===== src/rtl/mem_req_pkg.sv =====
// Shared types for the memory request issuer: queued request bundle,
// issuer FSM states and address/register widths.
package mem_req_pkg;

    localparam int MEM_ADDR_W    = 32;
    localparam int REG_IDX_W     = 5;
    localparam int MEM_DATA_W    = 32;
    localparam int MEM_TAG_MAX_W = 16;

    typedef struct packed {
        logic                     is_store;
        logic [MEM_ADDR_W-1:0]    addr;
        logic [MEM_DATA_W-1:0]    wdata;
        logic [REG_IDX_W-1:0]     rd;
        logic [MEM_TAG_MAX_W-1:0] tag;
    } mem_req_t;

    typedef enum logic [2:0] {
        ST_IDLE,
        ST_REQ,
        ST_WAIT_DONE,
        ST_CLR_WE,
        ST_CLR_DONE
    } issuer_state_e;

endpackage


===== src/rtl/mem_req_fifo.sv =====
// In-order request queue for the memory issuer; synchronous push/pop,
// asynchronous active-high reset, power-of-two depth.
module mem_req_fifo
    import mem_req_pkg::*;
#(
    parameter int DEPTH = 4,
    localparam int AW   = $clog2(DEPTH)
) (
    input  logic          clk,
    input  logic          reset,
    input  logic          i_push,
    input  mem_req_t      i_data,
    input  logic          i_pop,
    output mem_req_t      o_data,
    output logic          o_full,
    output logic          o_empty,
    output logic [AW:0]   o_count
);

    mem_req_t        r_mem [DEPTH];
    logic [AW-1:0]   r_wptr;
    logic [AW-1:0]   r_rptr;
    logic [AW:0]     r_count;
    logic            w_do_push;
    logic            w_do_pop;

    assign o_full    = (r_count == (AW+1)'(DEPTH));
    assign o_empty   = (r_count == '0);
    assign o_count   = r_count;
    assign o_data    = r_mem[r_rptr];
    assign w_do_push = i_push && !o_full;
    assign w_do_pop  = i_pop && !o_empty;

    always_ff @(posedge clk or posedge reset) begin
        if (reset) begin
            r_wptr  <= '0;
            r_rptr  <= '0;
            r_count <= '0;
        end else begin
            if (w_do_push) r_wptr <= r_wptr + AW'(1);
            if (w_do_pop)  r_rptr <= r_rptr + AW'(1);
            if (w_do_push && !w_do_pop)
                r_count <= r_count + (AW+1)'(1);
            else if (w_do_pop && !w_do_push)
                r_count <= r_count - (AW+1)'(1);
        end
    end

    // Storage needs no reset; validity is tracked by the pointers.
    always_ff @(posedge clk) begin
        if (w_do_push) r_mem[r_wptr] <= i_data;
    end

endmodule


===== src/rtl/mem_request_issuer.sv =====
// Queues dispatch load/store requests and issues them one at a time over the
// memory unit handshake. Optional watchdog: define MEM_REQ_TIMEOUT_EN.
module mem_request_issuer
    import mem_req_pkg::*;
#(
    parameter int DEPTH          = 4,
    parameter int TAG_W          = 4,
    parameter int TIMEOUT_CYCLES = 16
) (
    input  logic                  clk,
    input  logic                  reset,
    input  logic                  req_valid,
    output logic                  req_ready,
    input  logic                  req_is_store,
    input  logic [MEM_ADDR_W-1:0] req_addr,
    input  logic [MEM_DATA_W-1:0] req_wdata,
    input  logic [REG_IDX_W-1:0]  req_rd,
    input  logic [TAG_W-1:0]      req_tag,
    output logic                  start_memory_read,
    output logic                  start_memory_write,
    output logic [MEM_ADDR_W-1:0] memory_address,
    output logic [MEM_DATA_W-1:0] memory_write_data,
    output logic [REG_IDX_W-1:0]  rd,
    input  logic                  load_busy,
    input  logic                  store_busy,
    input  logic                  read_memory_operation_complete,
    input  logic                  write_memory_operation_complete,
    input  logic [MEM_DATA_W-1:0] memory_read_data,
    input  logic [REG_IDX_W-1:0]  memory_write_dest,
    input  logic                  memory_write_enable,
    output logic                  memory_reset_write_enable_flag,
    input  logic                  reset_enable_flag3,
    output logic                  reset_read_memory_operation_complete,
    output logic                  reset_write_memory_operation_complete,
    input  logic                  read_memory_reset_operation_complete,
    input  logic                  write_memory_reset_operation_complete,
    output logic                  load_result_valid,
    output logic [MEM_DATA_W-1:0] load_result_data,
    output logic [REG_IDX_W-1:0]  load_result_rd,
    output logic [TAG_W-1:0]      load_result_tag,
    output logic                  store_done_valid,
    output logic [TAG_W-1:0]      store_done_tag,
    output logic                  mem_timeout_error
);

    issuer_state_e           r_state;
    issuer_state_e           w_next;
    logic                    r_is_store;
    logic [MEM_ADDR_W-1:0]   r_addr;
    logic [MEM_DATA_W-1:0]   r_wdata;
    logic [REG_IDX_W-1:0]    r_rd;
    logic [TAG_W-1:0]        r_tag;
    logic                    r_ld_valid;
    logic [MEM_DATA_W-1:0]   r_ld_data;
    logic [REG_IDX_W-1:0]    r_ld_rd;
    logic [TAG_W-1:0]        r_ld_tag;
    logic                    r_st_valid;
    logic [TAG_W-1:0]        r_st_tag;

    mem_req_t                w_push_req;
    mem_req_t                w_head;
    logic                    w_full;
    logic                    w_empty;
    logic [$clog2(DEPTH):0]  w_fifo_count;
    logic                    w_pop;
    logic                    w_latch;
    logic                    w_load_done;
    logic                    w_store_done;
    logic                    w_tmo_hit;
    logic                    w_unused;

    assign w_push_req = '{
        is_store: req_is_store,
        addr:     req_addr,
        wdata:    req_wdata,
        rd:       req_rd,
        tag:      MEM_TAG_MAX_W'(req_tag)
    };

    mem_req_fifo #(.DEPTH(DEPTH)) u_fifo (
        .clk     (clk),
        .reset   (reset),
        .i_push  (req_valid && req_ready),
        .i_data  (w_push_req),
        .i_pop   (w_pop),
        .o_data  (w_head),
        .o_full  (w_full),
        .o_empty (w_empty),
        .o_count (w_fifo_count)
    );

    assign w_unused  = ^{w_head.tag, w_fifo_count};
    assign req_ready = !w_full;

    always_comb begin
        w_next       = r_state;
        w_pop        = 1'b0;
        w_latch      = 1'b0;
        w_load_done  = 1'b0;
        w_store_done = 1'b0;
        unique case (r_state)
            ST_IDLE: begin
                if (!w_empty) begin
                    w_latch = 1'b1;
                    w_next  = ST_REQ;
                end
            end
            ST_REQ: begin
                if (r_is_store ? store_busy : load_busy)
                    w_next = ST_WAIT_DONE;
            end
            ST_WAIT_DONE: begin
                if (!r_is_store && read_memory_operation_complete
                    && memory_write_enable) begin
                    w_load_done = 1'b1;
                    w_next      = ST_CLR_WE;
                end else if (r_is_store && write_memory_operation_complete) begin
                    w_store_done = 1'b1;
                    w_next       = ST_CLR_DONE;
                end else if (w_tmo_hit) begin
                    w_next = ST_CLR_DONE;
                end
            end
            ST_CLR_WE: begin
                if (reset_enable_flag3)
                    w_next = ST_CLR_DONE;
            end
            ST_CLR_DONE: begin
                if (r_is_store ? write_memory_reset_operation_complete
                               : read_memory_reset_operation_complete) begin
                    w_pop  = 1'b1;
                    w_next = ST_IDLE;
                end
            end
            default: w_next = ST_IDLE;
        endcase
    end

    always_ff @(posedge clk or posedge reset) begin
        if (reset) begin
            r_state    <= ST_IDLE;
            r_is_store <= 1'b0;
            r_addr     <= '0;
            r_wdata    <= '0;
            r_rd       <= '0;
            r_tag      <= '0;
            r_ld_valid <= 1'b0;
            r_ld_data  <= '0;
            r_ld_rd    <= '0;
            r_ld_tag   <= '0;
            r_st_valid <= 1'b0;
            r_st_tag   <= '0;
        end else begin
            r_state    <= w_next;
            r_ld_valid <= w_load_done;
            r_st_valid <= w_store_done;
            if (w_latch) begin
                r_is_store <= w_head.is_store;
                r_addr     <= w_head.addr;
                r_wdata    <= w_head.wdata;
                r_rd       <= w_head.rd;
                r_tag      <= w_head.tag[TAG_W-1:0];
            end
            if (w_load_done) begin
                r_ld_data <= memory_read_data;
                r_ld_rd   <= memory_write_dest;
                r_ld_tag  <= r_tag;
            end
            if (w_store_done)
                r_st_tag <= r_tag;
        end
    end

    // Strobes decode straight from state so reset drops them at once.
    assign start_memory_read  = (r_state == ST_REQ) && !r_is_store;
    assign start_memory_write = (r_state == ST_REQ) && r_is_store;
    assign memory_reset_write_enable_flag = (r_state == ST_CLR_WE);
    assign reset_read_memory_operation_complete =
        (r_state == ST_CLR_DONE) && !r_is_store;
    assign reset_write_memory_operation_complete =
        (r_state == ST_CLR_DONE) && r_is_store;

    assign memory_address    = r_addr;
    assign memory_write_data = r_wdata;
    assign rd                = r_rd;
    assign load_result_valid = r_ld_valid;
    assign load_result_data  = r_ld_data;
    assign load_result_rd    = r_ld_rd;
    assign load_result_tag   = r_ld_tag;
    assign store_done_valid  = r_st_valid;
    assign store_done_tag    = r_st_tag;

`ifdef MEM_REQ_TIMEOUT_EN
    localparam int TMO_W = $clog2(TIMEOUT_CYCLES + 1);

    logic [TMO_W-1:0] r_tmo_cnt;
    logic             r_tmo_err;
    logic             w_timeout;

    assign w_tmo_hit = (r_tmo_cnt == TMO_W'(TIMEOUT_CYCLES - 1));
    assign w_timeout = (r_state == ST_WAIT_DONE) && w_tmo_hit
                       && !w_load_done && !w_store_done;

    always_ff @(posedge clk or posedge reset) begin
        if (reset) begin
            r_tmo_cnt <= '0;
            r_tmo_err <= 1'b0;
        end else begin
            if (r_state == ST_WAIT_DONE)
                r_tmo_cnt <= r_tmo_cnt + TMO_W'(1);
            else
                r_tmo_cnt <= '0;
            if (w_timeout)
                r_tmo_err <= 1'b1;
        end
    end

    assign mem_timeout_error = r_tmo_err;
`else
    localparam int TIMEOUT_UNUSED = TIMEOUT_CYCLES;

    assign w_tmo_hit         = 1'b0;
    assign mem_timeout_error = 1'b0;
`endif

endmodule


===== config.mk =====
export PLATFORM = sky130hd
export DESIGN_NAME = mem_request_issuer
export DESIGN_NICKNAME = d
export VERILOG_FILES = /design/src/rtl/mem_req_pkg.sv /design/src/rtl/mem_req_fifo.sv /design/src/rtl/mem_request_issuer.sv
export SDC_FILE = /design/constraint.sdc
export NUM_CORES = 1
export LEC_CHECK = 0
export CAP_MARGIN = 20
export CORE_MARGIN = 2
export CORE_UTILIZATION = 55
export CTS_CLUSTER_SIZE = 40
export DETAILED_ROUTE_END_ITERATION = 10
export PLACE_DENSITY = 0.81
export SLEW_MARGIN = 25
export SYNTH_ARGS = -nofsm -noshare
export SYNTH_HDL_FRONTEND = slang
export SYNTH_SLANG_ARGS = --single-unit

===== constraint.sdc =====
create_clock -name clk -period 11.36 [get_ports clk]
set_input_delay 2.84 -clock clk [delete_from_list [all_inputs] [get_ports clk]]
set_output_delay 2.84 -clock clk [all_outputs]
set_load 0.005 [all_outputs]

Word-level counts from Yosys, hierarchy flattened. Memory sizes are Yosys's and may differ from the RTL's. A register that Yosys moved wholly into a read port is not among the register bits. Cells that the tools add are included.

ROM bits: 0. Bits in latches: 0. Logic and storage cells: 68. Bits in registers: 57. Output and inout port bits: 123. Memories kept: 1. Bits in writable memories: 296.

$lt $le $gt $ge: 0. Multiply operators: 0. Eq/ne operators: 10. Shift-type cells: 0. Add/subtract/negate cells: 4. Div/mod/pow operators: 0. Multiplexer cells: 22. Bitwise logic cells: 0. Reductions and logical operators: 21.

Memory list: u_fifo.r_mem (depth 4, width 74, rd ports 1, clocked after Yosys merged registers in 1, wr ports 1, line mem_req_fifo.sv:20) `mem_req_t r_mem [DEPTH];`.

Operators by type and width (count): 3-bit 2-to-1 mux (8); 3-bit one-hot mux with 5 select lines (1); 1-bit 2-to-1 mux (13); 1-bit logical AND (12); 3-bit by 2-bit == test with 1-bit output (second input constant) (2); 3-bit == test (second input constant) (2); 3-bit zero test (2); 2-bit != test (second input constant) (3); 1-bit zero test (5); 5-bit AND reduction (1); 2-bit by 1-bit adder with 2-bit output (second input constant) (2); 3-bit by 1-bit adder with 3-bit output (second input constant) (1); 3-bit by 1-bit == test with 1-bit output (second input constant) (1); 3-bit != test (second input constant) (1); 3-bit by 1-bit subtractor with 3-bit output (second input constant) (1); 2-bit by 1-bit != test with 1-bit output (second input constant) (1); 2-bit nonzero test (1).

Depth between registers and ports, before layout. Gate-level depths: netlist of the first run.

Depth in word-level cells: 8. Mapped depth: 9. Mapped depth without buffers: 8.

By module. From an unflattened synthesis of the first run, not the netlist that was laid out.

Cells, all modules: 774. Area total of the unflattened synthesis: 17574.4 µm².

By module, submodules not included: mem_req_fifo (cells an instance 486, area each 12828.6 µm², instances 1); mem_request_issuer (cells an instance 288, area each 4745.8 µm², instances 1).

Worst setup path after synthesis of the first run. Ideal clock, no wire load.

Path type: input port to flip-flop. Start point: input req_valid. End point: memory u_fifo.r_mem[0][0] (netlist bit), enable pin. Setup time: 440 ps. Required time: 10920 ps. Setup slack: 5933 ps. Stages: 2. Data arrival time: 4987 ps. Buffers on the path: 0. Path through: a21boi_1 > and2_1.

Cells in the longest elaborated chain, start to end: 4.

RTL lines: start: declaration (line mem_request_issuer.sv:12) `input logic req_valid,`; 1-bit logical AND (line mem_request_issuer.sv:83) `.i_push (req_valid && req_ready),`; 1-bit logical AND (line mem_req_fifo.sv:31) `assign w_do_push = i_push && !o_full;`; 1-bit 2-to-1 mux (line mem_req_fifo.sv:51) `if (w_do_push) r_mem[r_wptr] <= i_data;`; 1-bit 2-to-1 mux (implied by the code) (line mem_req_fifo.sv:51); end: declaration (line mem_req_fifo.sv:20).

No other way between the ends.

Worst setup path after layout of the first run.
Start point: register r_state[1]. End point: output reset_read_memory_operation_complete.

Cells in the longest elaborated chain, start to end: 2.

RTL lines: start: declaration (line mem_request_issuer.sv:46) `issuer_state_e r_state;`; start signal: assignment (line mem_request_issuer.sv:154) `r_state <= w_next;`; 3-bit == test (line mem_request_issuer.sv:179) `(r_state == ST_CLR_DONE) && !r_is_store;`; 1-bit logical AND (line mem_request_issuer.sv:179); end: declaration (line mem_request_issuer.sv:33) `output logic reset_read_memory_operation_complete,`.

No other way between the ends.

==> impl_metrics.csv, run 1 <==
group,metric,value,unit
run_status,outcome,"complete, no violations",
die,initial_core_util,55.95,%
setup_path,critPathMaxFanout,13,
drt,wl_per_cell,22.18,um
power,cellLeakagePower,7.435,nW
sta,slew_viol_final,0,
setup_path,slowest_stage,"or3b_2",
placed_design,routabilityCongestion,0.7458,
drt,antenna_left,0,
grt,grt_pass1_vias,8302,
setup_path,critPathCaptureType,"primary output",
synthesis,synth_cells,714,
synthesis,synth.yosys.warnings,0,
clock_tree,cts.root.buffer_cell,"clkbuf_16",
sta,relSlewSlack,46.47,%
cells_and_area,final_core_util,70.79,%
drt,routed_wl,30.97,mm
setup_path,cp_slowest_stage_delay,0.53,ns
sta,tightest_slew,0.8030,ns
die,core_area,28700,um^2
clock_tree,cts_max_level,2,
drt,vias_per_cell,5.516,
placed_design,place.port_buffers,243,
cells_and_area,final_nets,1104,
setup_path,start_kind,"flip-flop",
synthesis,ys.flop_type,"edfxtp_1",
die,chipWidth,174.9,um
drt,vias,7701,
clock_tree,postCtsSetupRepairBufs,0,
synthesis,seq_area_frac_synth,75.77,%
job,drv_cap,0,
cells_and_area,syn_to_final_growth,26.54,%
die,die_area,30580,um^2
clock_tree,post_cts_resize_count,0,
die,rows,62,
power,ir_drop,0.1593,mV
cells_and_area,fillers,1767,
drt,drc,0,
die,pin_count,245,
synthesis,ys_types,40,
sta,rsz0062_at_grt,"no",
setup_path,crit_type,"reg -> out",
synthesis,synth.largest_area_cell,"edfxtp_1",
sta,min_period_over_period,44.43,%
synthesis,synth-edff-count,296,
clock_tree,cts_buffer_depth,3,
synthesis,synth_area_leaders,"edfxtp_1 (55%), dfrtp_1 (20%), mux4_2 (10%), mux2_4 (5.6%), mux2_2 (4.3%)",
clock_tree,clock_sinks,427,
sta,hold_viol_final,0,
sta,fin_setup_tns,0,ns
grt,grt_pass1_wl,48.26,mm
grt,antenna_found_initial,4,
drt,drtPass1Iterations,4,
grt,grt_max_degree,75,
synthesis,synth_area,16060,um^2
drt,first_iter_violations,563,
synthesis,postSynth.asyncResetShare,30.68,%
setup_path,critical_path_required,8.52,ns
setup_path,worst_ep_arrival_time,2.21,ns
sta,skew,0.01341,ns
clock_tree,clock_latency,0.53,ns
power,cellPowerDensity,275.5,nW/um^2
clock_tree,clk_pin_slew,0.06,ns
clock_tree,cts_buffers,42,
sta,maxClockFrequency,0.1981,GHz
grt,grt_use_met3,5.657,%
grt,met1_usage,28.06,%
cells_and_area,drive_gt1_share,27.43,%
grt,grt-ovfl-total,0,
sta,setup_viol,0,
min_path,min_path_type,"reg -> reg",
grt,grt_use_met2,34.01,%
sta,min_period,5.047,ns
grt,grt_usage,20.73,%
grt,top_usage_layer,"met2",
synthesis,yosysTopAreaCellShare,55.35,%
clock_tree,cts_hold_repair.buffers,0,
synthesis,syn_area_per_cell,22.49,um^2
die,die_h,174.9,um
synthesis,syn_nets,842,
power,power.total,5.597,mW
placed_design,hpwlAfterDp,19.24,mm
clock_tree,cts_tree,"built",
setup_path,worstPathBufferInverterCount,1,
setup_path,crit_chain,"or3b_2, nor2_1, clkdlybuf4s50_1",
setup_path,path_delay_family,"simple AND/OR/NAND/NOR gates",
synthesis,synth_seq_cells,427,
-- flip-flops by register name, summed over array words and instances, names as in the netlist --
signal             count
r_is_store             1
memory_address        32
store_done_tag         4
u_fifo.r_rptr          2
u_fifo.o_count         3
u_fifo.r_mem         296
rd                     5
load_result_tag        4
load_result_data      32
load_result_rd         5
r_state                3
memory_write_data     32
store_done_valid       1
u_fifo.r_wptr          2
load_result_valid      1
r_tag                  4
-- layout make-up --
cell class	count	area, um^2	share of cell area (%)
timing repair buffer	252	2560	12.60
antenna	2	5.005	0.02463
sequential	427	12170	59.91
clock inverter	15	160.2	0.7882
multi-input combinational	246	3675	18.08
clock buffer	63	1234	6.071
tap	384	480.5	2.365
inverter	7	31.28	0.1539
-- power breakdown --
part	internal [mW]	total (mW)	switching, mW
Combinational	1.13	1.81	0.676
Sequential	2.15	2.41	0.254
Clock	0.822	1.38	0.557
Total	4.11	5.60	1.49
-- synth_stat cells, types with 2 or more instances --
cell        n
inv_1       7
buf_2      14
dfrtp_1   131
edfxtp_1  296
mux4_2     74
and2_1      6
and3b_1     2
nand2_1     3
buf_4       2
mux2_2     61
buf_6       8
nor3_1      2
xnor2_1     3
mux2_4     60
nor2b_1     2
nor2_1      4
ha_1        5
xor2_1      3
mux2i_1     2
buf_1       3
clkbuf_1    7
-- per-layer routing --
metal / routed length [um] / share of wire [%]
met2: 15030 / 49
met5: 24 / 0.077
met3: 2570 / 8.3
met1: 12710 / 41
met4: 624 / 2.0
-- cells in the final DEF (no fill, tap or decap), types with 4 or more instances in the layout --
master	count
and2_4	4
clkdlybuf4s50_1	243
dfrtp_1	129
ha_1	5
clkbuf_16	45
clkinv_2	6
clkbuf_1	14
nor2_1	4
buf_4	4
edfxtp_1	296
mux2_4	60
mux4_2	74
clkbuf_8	4
mux2_2	61
inv_1	6
-- kinds of logic after synthesis --
| group | share of synthesized area, % |
|---|---|
| multiplexers | 20.39 |
| AO/OA/AOI/OAI | 0.4130 |
| XOR/XNOR | 0.3273 |
| buffers and inverters | 1.488 |
| other | 0.02335 |
| adder cells (fa/ha/maj) | 0.5143 |
| flip-flops | 75.77 |
| AND/OR/NAND/NOR | 1.075 |
-- final timing paths --
kind,cells after the start,slack (ns),start,end
setup reg to reg,4,8.67,u_fifo.o_count[0]$_DFFE_PP0P_,u_fifo.r_mem[0][35]$_DFFE_PP_
setup / recovery,3,6.31,r_state[1]$_DFFE_PP0P_,reset_read_memory_operation_complete
hold reg to reg,1,0.50,store_done_tag[3]$_DFFE_PP0P_,store_done_tag[3]$_DFFE_PP0P_
min in group asynchronous,2,2.81,reset,load_result_data[25]$_DFFE_PP0P_
max in group asynchronous,3,7.24,reset,u_fifo.r_rptr[1]$_DFFE_PP0P_
hold / removal,1,0.50,store_done_tag[3]$_DFFE_PP0P_,store_done_tag[3]$_DFFE_PP0P_
-- through the flow --
stage | setup slack (ns) | std cells | hold WS [ns] | area, um^2
finish | 6.313 | 1396 | 0.5044 | 20320
global route | 6.185 | 1395 | 0.5224 | 20320
CTS | 6.298 | 1393 | 0.5048 | 20290
detailed placement | 5.894 | 1315 | 0.4920 | 18890
global placement | 5.962 | 1313 | 0.4879 | 18830
floorplan | 5.022 | 714 | 0.4943 | 16060
Note: power is estimated with default switching activity, not from simulation.
==> inputs of run 2 (changes only) <==
--- a/config.mk
+++ b/config.mk
@@ -7,10 +7,10 @@
 export LEC_CHECK = 0
 export CAP_MARGIN = 20
 export CORE_MARGIN = 2
-export CORE_UTILIZATION = 55
+export CORE_UTILIZATION = 49
 export CTS_CLUSTER_SIZE = 40
 export DETAILED_ROUTE_END_ITERATION = 10
-export PLACE_DENSITY = 0.81
+export PLACE_DENSITY = 0.76
 export SLEW_MARGIN = 25
 export SYNTH_ARGS = -nofsm -noshare
 export SYNTH_HDL_FRONTEND = slang
==> constraint.sdc (replaced) <==
create_clock -name clk -period 4.2 [get_ports clk]
set_input_delay 1.05 -clock clk [delete_from_list [all_inputs] [get_ports clk]]
set_output_delay 1.05 -clock clk [all_outputs]
set_load 0.005 [all_outputs]
==> impl_metrics.csv, run 2 (synthesized netlist as in run 1, its figures left out) <==
group,metric,value,unit
min_path,hold_end,"load_result_data[30]$_DFFE_PP0P_",
sta,hold_viol_final,0,
drt,met1_length,13.17,mm
clock_tree,cts_tree,"built",
grt,grt-ovfl-total,0,
die,initial_core_util,49.61,%
die,pin_count,245,
sta,relSlewSlack,31.92,%
power,cellLeakagePower,7.521,nW
grt,grt_usage,18.48,%
sta,skew,0.01744,ns
die,die_area,34240,um^2
drt,drc,0,
cells_and_area,fillers,2244,
die,chipWidth,185.0,um
placed_design,hpwlAfterDp,19.38,mm
drt,routed_wl,31.01,mm
clock_tree,cts_max_level,2,
run_status,outcome,"complete, no violations",
drt,wl_per_cell,21.22,um
clock_tree,clock_sinks,427,
drt,vias,7598,
sta,fin_setup_tns,0,ns
clock_tree,cts.root.buffer_cell,"clkbuf_16",
grt,grt_pass1_vias,8177,
die,core_area,32370,um^2
cells_and_area,final_common_cell,"edfxtp_1",
setup_path,rr_startpoint,"r_state[0]$_DFFE_PP0P_",
setup_path,crit_type,"reg -> out",
min_path,worstHoldStart,"load_result_data[30]$_DFFE_PP0P_",
job,drv_cap,0,
power,internal_power,11.27,mW
power,p_clk_share,25.3,%
cells_and_area,final_core_util,63.46,%
drt,antenna_left,0,
cells_and_area,layout.cells.most_common_list,"edfxtp_1 (296), clkdlybuf4s50_1 (243), dfrtp_1 (129), mux4_2 (74), mux2_2 (61)",
die,die_h,185.0,um
drt,first_iter_violations,495,
power,p_sw_share,26.31,%
setup_path,start_kind,"flip-flop",
setup_path,critPathCaptureType,"primary output",
sta,maxClockFrequency,0.2994,GHz
power,p_seq_share,42.6,%
drt,dr_wl_met3,2.179,mm
min_path,whs_path_depth,1,
clock_tree,post_cts_resize_count,0,
cells_and_area,drive_gt1_share,28.29,%
sta,setup_viol,0,
min_path,min_path_type,"reg -> reg",
power,p_sw,4.022,mW
sta,rsz0062_at_grt,"no",
grt,grt_pass1_wl,47.59,mm
cells_and_area,largest_reg_flops,296,
cells_and_area,final_nets,1111,
setup_path,worst_ep_arrival_time,2.29,ns
drt,route.top_layer_used,"met5",
clock_tree,cts_buffers,43,
cells_and_area,top_register,"u_fifo.r_mem",
grt,antenna_found_initial,6,
drt,drtPass1Iterations,4,
drt,vias_per_cell,5.201,
clock_tree,postCtsSetupRepairBufs,0,
setup_path,regToRegEndpoint,"u_fifo.o_count[1]$_DFFE_PP0P_",
setup_path,rrSetupSlack,1.64,ns
drt,met2_length,14.96,mm
cells_and_area,syn_to_final_growth,27.93,%
clock_tree,cts_hold_repair.buffers,0,
sta,min_period,3.340,ns
sta,slew_viol_final,0,
power,combPwrFrac,32.1,%
sta,tightest_slew,1.020,ns
power,ir_drop,0.4554,mV
power,cellPowerDensity,744.2,nW/um^2
placed_design,routabilityCongestion,0.7393,
setup_path,r2r_cells,6,
grt,grt_max_degree,132,
placed_design,place.port_buffers,243,
die,rows,66,
clock_tree,clk_pin_slew,0.06,ns
clock_tree,cts_buffer_depth,3,
setup_path,critical_path_required,3.15,ns
clock_tree,clock_latency,0.54,ns
sta,min_period_over_period,79.52,%
setup_path,critPathMaxFanout,12,
run 2: cell types whose count changed in the layout (fill, tap and decap cells not counted), sizes merged:
cell,delta
buf,+6
bufinv,+1
clkinv,+2
diode,-1
clkbuf,-1
run 2: cell type report:
class	instances	area (um^2)	area share, %
antenna	1	2.502	0.01218
clock buffer	62	1260	6.133
clock inverter	18	203.9	0.9928
inverter	7	30.03	0.1462
multi-input combinational	246	3667	17.85
sequential	427	12170	59.26
tap	442	553.0	2.692
timing repair buffer	258	2653	12.91
run 2: stage by stage:
stage / setup WS, ns / hold slack (ns) / cells / total power, mW / instance area [um^2]
6_report: 0.8603 / 0.5008 / 1461 / 15.29 / 20540
2_1_floorplan: 0.5627 / 0.4943 / 714 / 9.472 / 16060
4_1_cts: 0.8564 / 0.5062 / 1460 / 15.51 / 20540
3_5_place_dp: 0.9328 / 0.4926 / 1380 / 11.59 / 19080
5_1_grt: 0.7515 / 0.5118 / 1460 / 16.07 / 20540
3_3_place_gp: 0.9344 / 0.4874 / 1379 / 11.46 / 19050
run 2: worst max-delay path by stage:
| stage | startpoint | end | slack [ns] |
|---|---|---|---|
| 2_1_floorplan | req_valid | u_fifo.r_mem[0][0]$_DFFE_PP_ | 0.56 |
| 3_3_place_gp | req_valid | u_fifo.r_mem[1][1]$_DFFE_PP_ | 0.93 |
| 3_5_place_dp | read_memory_operation_complete | load_result_rd[2]$_DFFE_PP0P_ | 0.93 |
| 4_1_cts | r_state[0]$_DFFE_PP0P_ | start_memory_read | 0.86 |
| 5_1_grt | r_state[0]$_DFFE_PP0P_ | start_memory_read | 0.75 |
| 6_report | r_state[0]$_DFFE_PP0P_ | start_memory_read | 0.86 |
run 2: critical path, cell delays in order, from the launching register on:
cell	delay [ns]
dfrtp_1	0.54
nor3b_1	0.53
nor2b_1	0.20
clkdlybuf4s50_1	0.51
run 2: power groups by stage:
stage	Combinational, mW	Clock (mW)	Sequential, mW
3_3_place_gp	4.80	0	6.66
3_5_place_dp	4.98	0	6.61
5_1_grt	5.30	4.11	6.66
6_report	4.91	3.87	6.51
4_1_cts	5.01	3.95	6.54
2_1_floorplan	3.11	0	6.36
run 2: layer usage:
metal	GRT usage, %	up-vias
li1	-	3387
met1	24.59	3887
met2	30.61	256
met3	4.738	58
met4	4.921	10
met5	0	-
==> inputs of run 3 (changes only) <==
==> constraint.sdc (replaced) <==
create_clock -name clk -period 2.8 [get_ports clk]
set_input_delay 0.7 -clock clk [delete_from_list [all_inputs] [get_ports clk]]
set_output_delay 0.7 -clock clk [all_outputs]
set_load 0.005 [all_outputs]
==> impl_metrics.csv, run 3 (synthesized netlist as in run 1, its figures left out) <==
group,metric,value,unit
run_status,outcome,"complete, no violations",
job,drv_cap,0,
sta,tightest_slew,0.5232,ns
sta,fin_setup_tns,0,ns
setup_path,crit_type,"reg -> out",
setup_path,critPathCaptureType,"primary output",
cells_and_area,multi_input_area,3684,um^2
cells_and_area,drive_gt1_share,29.22,%
sta,skew,0.02937,ns
power,p_seq_share,42.2,%
grt,grt_max_degree,77,
sta,maxClockFrequency,0.3663,GHz
power,cellPowerDensity,1109,nW/um^2
clock_tree,cts_buffer_depth,3,
cells_and_area,fillers,2227,
drt,drc,0,
cells_and_area,final_common_cell,"edfxtp_1",
grt,met1_usage,23.86,%
drt,vias,7688,
drt,drtPass1Iterations,6,
grt,grt_pass1_vias,8004,
placed_design,place.port_buffers,243,
clock_tree,clk_pin_slew,0.06,ns
die,die_area,34240,um^2
cells_and_area,largest_reg_flops,296,
setup_path,critical_path_required,2.10,ns
sta,min_period,2.730,ns
cells_and_area,layout.cells.most_common_list,"edfxtp_1 (296), clkdlybuf4s50_1 (243), dfrtp_1 (129), mux4_2 (74), mux2_2 (61)",
grt,antenna_found_initial,3,
placed_design,hpwlAfterDp,18.70,mm
cells_and_area,final_nets,1124,
die,core_area,32370,um^2
clock_tree,clock_sinks,427,
power,cellLeakagePower,7.591,nW
die,rows,66,
clock_tree,clock_latency,0.54,ns
grt,grt_usage,17.76,%
clock_tree,cts_buffers,43,
setup_path,start_kind,"flip-flop",
clock_tree,cts_tree,"built",
grt,grt_pass1_wl,45.90,mm
power,combPwrFrac,33.6,%
clock_tree,cts.root.buffer_cell,"clkbuf_16",
grt,grt_use_met3,4.640,%
drt,vias_per_cell,5.216,
cells_and_area,top_register,"u_fifo.r_mem",
cells_and_area,seq_area,12170,um^2
drt,routed_wl,30.47,mm
sta,min_period_over_period,97.50,%
power,ir_drop,0.6079,mV
power,p_clk_share,24.2,%
sta,relSlewSlack,65.12,%
placed_design,routabilityCongestion,0.6967,
sta,whs,0.4201,ns
cells_and_area,syn_to_final_growth,28.96,%
sta,hold_viol_final,0,
sta,slew_viol_final,0,
sta,setup_viol,0,
min_path,min_path_type,"in -> async",
sta,rsz0062_at_grt,"no",
setup_path,critPathMaxFanout,3,
drt,wl_per_cell,20.67,um
grt,grt-ovfl-total,0,
power,internal_power,16.87,mW
power,power.total,22.97,mW
grt,grt_use_met2,29.33,%
grt,top_usage_layer,"met2",
setup_path,worst_ep_arrival_time,2.03,ns
drt,antenna_left,0,
die,pin_count,245,
die,die_h,185.0,um
clock_tree,cts_hold_repair.buffers,0,
die,chipWidth,185.0,um
power,p_sw,6.093,mW
clock_tree,cts_max_level,2,
die,initial_core_util,49.61,%
drt,first_iter_violations,501,
power,p_sw_share,26.53,%
-- run 3: cell count changes in the layout (fill, tap and decap cells not counted), sizes merged --
cell,delta
inv,+1
clkinv,+6
bufinv,-1
diode,+1
clkinvlp,+1
clkbuf,-8
buf,+13
-- run 3: final timing paths --
check | start | to | slack [ns] | cells after the start
max in group asynchronous | reset | u_fifo.r_rptr[0]$_DFFE_PP0P_ | 1.71 | 3
min in group clk | load_result_data[23]$_DFFE_PP0P_ | load_result_data[23]$_DFFE_PP0P_ | 0.50 | 1
hold / removal | reset | load_result_data[18]$_DFFE_PP0P_ | 0.42 | 2
hold reg to reg | load_result_data[23]$_DFFE_PP0P_ | load_result_data[23]$_DFFE_PP0P_ | 0.50 | 1
setup reg to reg | r_state[0]$_DFFE_PP0P_ | u_fifo.o_count[1]$_DFFE_PP0P_ | 0.43 | 6
setup / recovery | r_state[0]$_DFFE_PP0P_ | reset_read_memory_operation_complete | 0.07 | 3
-- run 3: metrics by stage --
step	cell area, um^2	cells	utilization, %	worst slack, ns
global placement	19280	1392	59.57	0.1094
global route	20700	1472	63.96	0.001261
CTS	20680	1471	63.90	0.02458
floorplan	16070	714	-	0.3089
detailed placement	19280	1392	59.57	0.06589
finish	20710	1474	63.97	0.07013
-- run 3: power by group through the flow --
stage                     logic (mW)  registers [mW]  clock network [mW]
after CTS                       7.84            9.73                5.71
after global routing            8.28            9.89                5.97
after floorplan                 4.67            9.50                   0
after global placement          7.67            9.76                   0
after detailed placement        7.79            9.83                   0
final                           7.71            9.70                5.56
-- run 3: timing repair --
action / 4_1_cts / 5_1_grt
buffers inserted: 0 / 1
endpoints found under the hold margin: 0 / 0
cloned: 0 / 0
setup endpoints to repair: 2 / 2
resized for setup: 1 / 2
pin swaps: 0 / 1
-- run 3: metal layers --
metal / routed length (um) / vias up
met1: 13050 / 3975
met4: 529 / 2
met3: 2199 / 49
met5: 13 / -
li1: - / 3412
met2: 14680 / 250
-- run 3: critical path: stages (launching register included) --
cell and delay, ns:
dfrtp_1 0.37, or3b_2 0.51, nor2_1 0.13, clkdlybuf4s50_1 0.51
-- run 3: area by class of cell --
| cell class | count | area share, % |
|---|---|---|
| well taps | 442 | 2.671 |
| repair buffers | 271 | 13.85 |
| multi-input cells | 246 | 17.79 |
| clock inverters | 25 | 1.094 |
| diodes | 2 | 0.02417 |
| flip-flops and latches | 427 | 58.79 |
| inverters | 7 | 0.1450 |
| clock buffers | 54 | 5.643 |
